### config.mk
export PLATFORM = sky130hd
export DESIGN_NAME = dac_update_scheduler
export DESIGN_NICKNAME = d
export VERILOG_FILES = /design/src/rtl/dac_update_scheduler.sv
export SDC_FILE = /design/constraint.sdc
export NUM_CORES = 1
export LEC_CHECK = 0
export BUFFER_PORTS_ARGS = -buffer_cell sky130_fd_sc_hd__buf_4
export CAP_MARGIN = 20
export CELL_PAD_IN_SITES_DETAIL_PLACEMENT = 0
export CELL_PAD_IN_SITES_GLOBAL_PLACEMENT = 1
export CORE_ASPECT_RATIO = 1.75
export CORE_UTILIZATION = 38
export DETAILED_ROUTE_END_ITERATION = 16
export GPL_TIMING_DRIVEN = 0
export PLACE_DENSITY_LB_ADDON = 0.1
export SLEW_MARGIN = 40
export SYNTH_ARGS = -nofsm -noshare
export SYNTH_HDL_FRONTEND = slang
export SYNTH_SLANG_ARGS = --single-unit
### constraint.sdc
create_clock -name clk100 -period 2.3 [get_ports clk100]
set_input_delay 0 -clock clk100 [delete_from_list [all_inputs] [get_ports clk100]]
set_output_delay 0 -clock clk100 [all_outputs]
set_load 0.03 [all_outputs]
### src/rtl/dac_update_scheduler.sv
// Sample-rate tick generator and host/generator arbiter feeding the
// dual-channel SPI DAC engine through a start/busy handshake.
`timescale 1ns/1ps
module dac_update_scheduler #(
  parameter int DATA_W = 12,
  parameter int DIV_W  = 16,
  parameter int UCNT_W = 16
) (
  input  logic              clk100,
  input  logic              rst_n,
  input  logic              enable,
  input  logic [DIV_W-1:0]  rate_div,
  input  logic [DATA_W-1:0] gen_a,
  input  logic [DATA_W-1:0] gen_b,
  input  logic              gen_valid,
  output logic              gen_ready,
  input  logic [DATA_W-1:0] host_a,
  input  logic [DATA_W-1:0] host_b,
  input  logic              host_valid,
  output logic              host_ready,
  output logic [DATA_W-1:0] dac_r1,
  output logic [DATA_W-1:0] dac_r2,
  output logic              dac_start,
  input  logic              dac_busy,
  input  logic              clr_flags,
  output logic              overrun,
  output logic [UCNT_W-1:0] underrun_cnt,
  output logic              last_src_host
);

  typedef enum logic [2:0] {
    IDLE,
    WAIT_TICK,
    START,
    WAIT_ACK,
    WAIT_DONE
  } state_e;

  localparam logic [DATA_W-1:0] MID =
    {1'b1, {(DATA_W-1){1'b0}}};

  state_e            state_q;
  logic [DIV_W-1:0]  cnt_q;
  logic [DIV_W-1:0]  cnt_d;
  logic [DATA_W-1:0] r1_q;
  logic [DATA_W-1:0] r2_q;
  logic              start_q;
  logic              ovr_q;
  logic [UCNT_W-1:0] ucnt_q;
  logic              src_q;

  logic cnt_hold;
  logic tick;
  logic accept;
  logic drop;
  logic starve;
  logic ucnt_max;

  // Counter parks at rate_div in IDLE too, so the first
  // period after enabling is always a full one.
  assign cnt_hold = !enable || (state_q == IDLE);
  assign tick     = !cnt_hold && (cnt_q == '0);
  assign accept   = tick && (state_q == WAIT_TICK);
  assign drop     = tick && (state_q != WAIT_TICK);

  assign host_ready = accept && host_valid;
  assign gen_ready  = accept && !host_valid && gen_valid;
  assign starve     = accept && !host_valid && !gen_valid;
  assign ucnt_max   = &ucnt_q;

  always_comb begin
    cnt_d = cnt_q - DIV_W'(1);
    if (cnt_hold || tick) begin
      cnt_d = rate_div;
    end
  end

  always_ff @(posedge clk100 or negedge rst_n) begin
    if (!rst_n) begin
      state_q <= IDLE;
      cnt_q   <= '0;
      r1_q    <= MID;
      r2_q    <= MID;
      start_q <= 1'b0;
      ovr_q   <= 1'b0;
      ucnt_q  <= '0;
      src_q   <= 1'b0;
    end else begin
      cnt_q   <= cnt_d;
      start_q <= 1'b0;

      unique case (state_q)
        IDLE: begin
          if (enable) state_q <= WAIT_TICK;
        end
        WAIT_TICK: begin
          if (!enable) begin
            state_q <= IDLE;
          end else if (tick) begin
            state_q <= START;
            start_q <= 1'b1;
          end
        end
        START: begin
          state_q <= WAIT_ACK;
        end
        WAIT_ACK: begin
          if (dac_busy) state_q <= WAIT_DONE;
        end
        WAIT_DONE: begin
          if (!dac_busy) begin
            state_q <= enable ? WAIT_TICK : IDLE;
          end
        end
        default: state_q <= IDLE;
      endcase

      if (host_ready) begin
        r1_q  <= host_a;
        r2_q  <= host_b;
        src_q <= 1'b1;
      end else if (gen_ready) begin
        r1_q  <= gen_a;
        r2_q  <= gen_b;
        src_q <= 1'b0;
      end

      // A same-cycle event beats the clear.
      if (drop) begin
        ovr_q <= 1'b1;
      end else if (clr_flags) begin
        ovr_q <= 1'b0;
      end

      if (starve) begin
        if (!ucnt_max) ucnt_q <= ucnt_q + UCNT_W'(1);
      end else if (clr_flags) begin
        ucnt_q <= '0;
      end
    end
  end

  assign dac_r1        = r1_q;
  assign dac_r2        = r2_q;
  assign dac_start     = start_q;
  assign overrun       = ovr_q;
  assign underrun_cnt  = ucnt_q;
  assign last_src_host = src_q;

endmodule
# Word level (Yosys, flattened, before mapping)
# Index checks and enable logic that the tools add are counted.
# Widths: inputs -> output; s select.
# word_totals
out_inout_bits	45
wordCells	63
register_bits	62
input_bits	71
# classes
n_addsub	2
n_reduce_logical	21
eq_ne	10
n_mux	22
# op_table
operator	count
$mux 16	4
$mux 12	4
$add 16x1->16 const B	1
$logic_not 16->1	1
$reduce_and 16->1	1
$sub 16x1->16 const B	1
$mux 3	5
$pmux 3 s5	1
$mux 1	8
$ne 2x2->1 const B	4
$logic_and 1x1->1	7
$eq 3x2->1 const B	2
$reduce_bool 2->1	3
$logic_not 1->1	4
$reduce_and 4->1	1
$eq 3x1->1 const B	1
$eq 3x3->1 const B	1
$logic_not 3->1	1
$ne 3x1->1 const B	1
$ne 3x3->1 const B	1
$logic_or 1x1->1	2
$reduce_and 2->1	1

# Depth between registers and ports, before layout
# depth
ltp_word	9
ltp_mapped	9
depth_no_buf	7

# Worst setup path before layout
# OpenSTA, ideal clock, no wires.
# synth_timing
path_kind	reg2reg
startpoint	register cnt_q[6]
endpoint	register r1_q[0], in the netlist dac_r1[0]
slack_ns	0.326
setup_ns	0.126
t_required_ns	2.174
n_path_buf	2
path_stages_with_launch	7
t_arrival_ns	1.848
period_less_slack_ns	1.974
path_cell_list	dfrtp_1 -> nor4_4 -> and4_4 -> buf_6 -> nand2_4 -> buf_2 -> a221o_1
# synth_between
elab_chain_len	6
word_cells_on_any_way	8
cone_classes	mux (1); reduce/logical (7)
# synth_lines
element	line_no	rtl
start, declared	43	logic [DIV_W-1:0] cnt_q;
start signal, assigned	89	cnt_q <= cnt_d;
$logic_not 16->1 *	62	assign tick = !cnt_hold && (cnt_q == '0);
$logic_and 1x1->1 *	62	
$logic_and 1x1->1 *	63	assign accept = tick && (state_q == WAIT_TICK);
$logic_and 1x1->1 (2 in a row)	67	assign gen_ready = accept && !host_valid && gen_valid;
$reduce_bool 2->1 (no line)	-	
end signal, assigned	119	r1_q <= host_a;
end signal, assigned	123	r1_q <= gen_a;
end, declared	45	logic [DATA_W-1:0] r1_q;
# Every way passes the cells marked *; elsewhere a longest branch is shown, timed or not.
# A chain may end at the register's enable or synchronous reset.

# Worst setup path in the final report
# layout_timing
startpoint	register cnt_q[0]
endpoint	register ucnt_q[8], in the netlist underrun_cnt[8]
# layout_between
elab_chain_len	7
word_cells_on_any_way	9
cone_classes	eq/ne (1); mux (1); reduce/logical (7)
# layout_lines
element	line_no	rtl
$logic_not 16->1 *	62	
$logic_and 1x1->1 *	62	
$logic_and 1x1->1 *	63	
$logic_and 1x1->1 * (2 in a row)	68	assign starve = accept && !host_valid && !gen_valid;
$ne 2x2->1 (no line) or $reduce_bool 2->1 (tied branches)	-	
$reduce_and 2->1 (no line)	-	
end signal, assigned	136	if (!ucnt_max) ucnt_q <= ucnt_q + UCNT_W'(1);
end, declared	49	logic [UCNT_W-1:0] ucnt_q;
# Marks and branches as above.

==> flow_metrics.py <==
metrics = {
    "run_status": {
        "status": "finished clean",
    },
    "clock_network": {
        "h-tree-depth": 3,
        "cts_made_buffers": 9,
        "clock_latency_ns": 0.33,
        "cts_tree": "done",
        "clock-root-buffer": "clkbuf_16",
        "path_clk_slew_ns": 0.05,
        "clock-sinks": 62,
        "cts_max_path_buffers": 2,
    },
    "logic_synthesis": {
        "synth_seq_area_share_pct": 44.0,
        "ys_types": 59,
        "synth_ff_type": "dfrtp_1",
        "syn_area_um2": 3530,
        "syn_inst": 378,
        "synth-edff-count": 0,
        "synth_area_per_cell_um2": 9.33,
        "yosys_warnings": 0,
        "ys_ff_latch": 62,
        "async_flop_share_pct": 100,
        "syn_nets": 452,
    },
    "global_routing": {
        "grt.busiest_layer": "met2",
        "gr-total-overflow": 0,
        "grt_max_degree": 63,
        "gr-usage-met3_pct": 4.59,
        "grtUsageTotal_pct": 23.8,
        "grt_use_met2_pct": 42.9,
        "antenna_found_initial": 0,
        "grt_first_pass_wirelength_um": 17500,
        "first_global_vias": 3738,
        "grt_use_met1_pct": 27.4,
    },
    "final_layout": {
        "n_antenna_cell": 0,
        "areaGrowthSynthToFinish_pct": 51.2,
        "post-route-util_pct": 59.1,
        "layout_commonest_cell": "buf_4",
        "drive_gt1_share_pct": 29.3,
        "nNetsFinal": 623,
        "mostFrequentLayoutCells": "119 x buf_4, 60 x dfrtp_1, 45 x dlygate4sd3_1",
    },
    "floorplan": {
        "core_um2": 9040,
        "die_area_um2": 9690,
        "dieWidth_um": 74.8,
        "die_h_um": 129,
        "ios": 116,
        "start_util_pct": 39.0,
        "placementRows": 46,
    },
    "worst_setup_path": {
        "rrSetupSlack_ns": 0.16,
        "r2r-start": "cnt_q[0]$_DFF_PN0_",
        "slowest_stage": "dfrtp_1",
        "required_ns": 2.52,
        "path_cells": "inv_1 -> ha_1 -> nor4b_4 -> and4_4 -> buf_6 -> a31oi_2 -> a32o_1 -> a31o_1",
        "path_buf_inv": 2,
        "cp.depth": 8,
        "path_max_fanout": 10,
        "startpoint": "cnt_q[0]$_DFF_PN0_",
        "critPathLaunchType": "flop",
        "crit_arrival_ns": 2.36,
        "critPathCaptureType": "flop",
        "crit_path_end": "underrun_cnt[8]$_DFFE_PN0P_",
        "crit_type": "flop to flop",
        "rr_worst_depth": 8,
        "cp_top_family": "compound AO/OA/AOI/OAI gates",
        "r2r-end": "underrun_cnt[8]$_DFFE_PN0P_",
        "max_stage_delay_ns": 0.40,
    },
    "route": {
        "avgRoutedWirePerCell_um": 16.0,
        "dr.pass1.iters": 4,
        "drt_iter0_markers": 214,
        "ant_nets": 0,
        "drc_errors": 0,
        "viasPerCell": 5.42,
        "vias": 3647,
        "routed_wl_um": 10800,
    },
    "sta": {
        "timing.hold.ws_ns": 0.0780,
        "tightest_slew_ns": 0.712,
        "rsz0062_at_grt": "false",
        "fin_crit_sh_pct": 93.0,
        "fin_crit_ns": 2.14,
        "hold_violations": 0,
        "finalSetupViolCount": 0,
        "fin_skew_ns": 0.00460,
        "max_slew_margin_pct": 52.5,
        "fmax_ghz": 0.468,
        "slew_viol_final": 0,
    },
    "min_path": {
        "hold_class": "input port to flop",
    },
    "flow_run": {
        "maxCapViolations": 0,
    },
    "pwr": {
        "p_per_area_nw_per_um2": 816,
        "p_leak_uw": 0.00226,
        "vdd_drop_max_v": 0.000653,
    },
    "placed_design": {
        "gp_congestion": 0.830,
        "port-buffer-count": 114,
        "hpwlAfterDp_um": 7540,
    },
}
-- how the worst min path moves through the flow --
| stage | startpoint | endpoint | slack (ns) | cells past startpoint |
|---|---|---|---|---|
| after floorplan | rst_n | cnt_q[0]$_DFF_PN0_ | -0.30 | 0 |
| after global placement | rst_n | underrun_cnt[5]$_DFFE_PN0P_ | 0.15 | 1 |
| after detailed placement | rst_n | underrun_cnt[4]$_DFFE_PN0P_ | 0.15 | 1 |
| after CTS | gen_b[5] | dac_r2[5]$_DFFE_PN0P_ | 0.07 | 4 |
| after global routing | gen_b[4] | dac_r2[4]$_DFFE_PN0P_ | 0.1 | 4 |
| final | gen_b[4] | dac_r2[4]$_DFFE_PN0P_ | 0.08 | 4 |
-- metal layers --
metal  up-vias  wire length, um
li1       1773                -
met1      1763             4310
met2       102             5900
met3         9              390
met4         0              161
met5         -                0
-- cell type report --
| class | count | area, um^2 |
|---|---|---|
| Clock buffer | 15 | 288 |
| Buffer | 24 | 130 |
| Tap cell | 120 | 150 |
| Inverter | 8 | 30.0 |
| Timing Repair Buffer | 161 | 1330 |
| Fill cell | 832 | 3700 |
| Multi-Input combinational cell | 283 | 1860 |
| Sequential cell | 62 | 1550 |
-- synth_stat cells (all sizes together) (2+ instances only) --
cell	n	area [um^2]
a21boi	2	15.0
a21o	3	22.5
a21oi	35	175
a221o	24	240
a31o	2	17.5
a31oi	5	37.5
a41oi	3	33.8
and3	4	30.0
and4	2	20.0
buf	15	80.1
clkbuf	10	37.5
dfrtp	60	1500
dfstp	2	52.6
ha	3	37.5
inv	8	30.0
nand2	34	135
nand2b	24	150
nand3	10	55.1
nand3b	2	15.0
nand4	31	194
nand4b	3	26.3
nor2	19	71.3
nor3	13	65.1
nor3b	3	22.5
nor4	6	58.8
o21ai	21	105
o22ai	2	12.5
or2	2	12.5
or3	2	17.5
or4	2	18.8
xnor2	8	70.1
xor2	4	35.0
-- worst register-to-register path: cells and delay by family, from the launching register on --
kind,cells,cell delay [ns]
compound gates,3,0.65
fa+ha+maj,1,0.16
simple gates,2,0.56
buf+inv,2,0.24
flops,1,0.40
-- power breakdown --
group / switching [uW] / internal (uW) / total, uW
Clock: 468 / 842 / 1310
Sequential: 227 / 1350 / 1580
Combinational: 784 / 679 / 1460
-- cells by family (layout without fill, tap and decap cells) --
group | Yosys count | after routing | synth area share, %
AND/OR/NAND/NOR | 161 | 161 | 26.4
AO/OA/AOI/OAI | 107 | 107 | 21.3
flip-flops | 62 | 62 | 44.0
buffers and inverters | 33 | 208 | 4.18
XOR/XNOR | 12 | 12 | 2.98
adder cells (fa/ha/maj) | 3 | 3 | 1.06
-- through the flow --
step           cells  setup TNS (ns)  area (um^2)  total power, uW  setup slack [ns]
2_1_floorplan    378               0         3530             2390             0.326
3_3_place_gp     612           -1.64         4530             2960           -0.0955
3_5_place_dp     612           -1.41         4540             2990            -0.144
4_1_cts          672               0         5290             4370            0.0449
5_1_grt          673               0         5340             4590           0.00330
6_report         673               0         5340             4350             0.162
-- flip-flops by register name (all words and copies together), names as in the netlist --
register,cells
dac_r1,12
last_src_host,1
dac_r2,12
state_q,3
overrun,1
dac_start,1
cnt_q,16
underrun_cnt,16
-- repair_timing --
action                                 in CTS  in global routing
pin swaps                                   0                  3
setup endpoints to repair                  19                 51
hold buffers                               45                  0
buffers inserted                            0                  2
gates resized for setup                     3                 17
endpoints found under the hold margin     104                  0
Note: power is estimated with default switching activity, not from simulation.
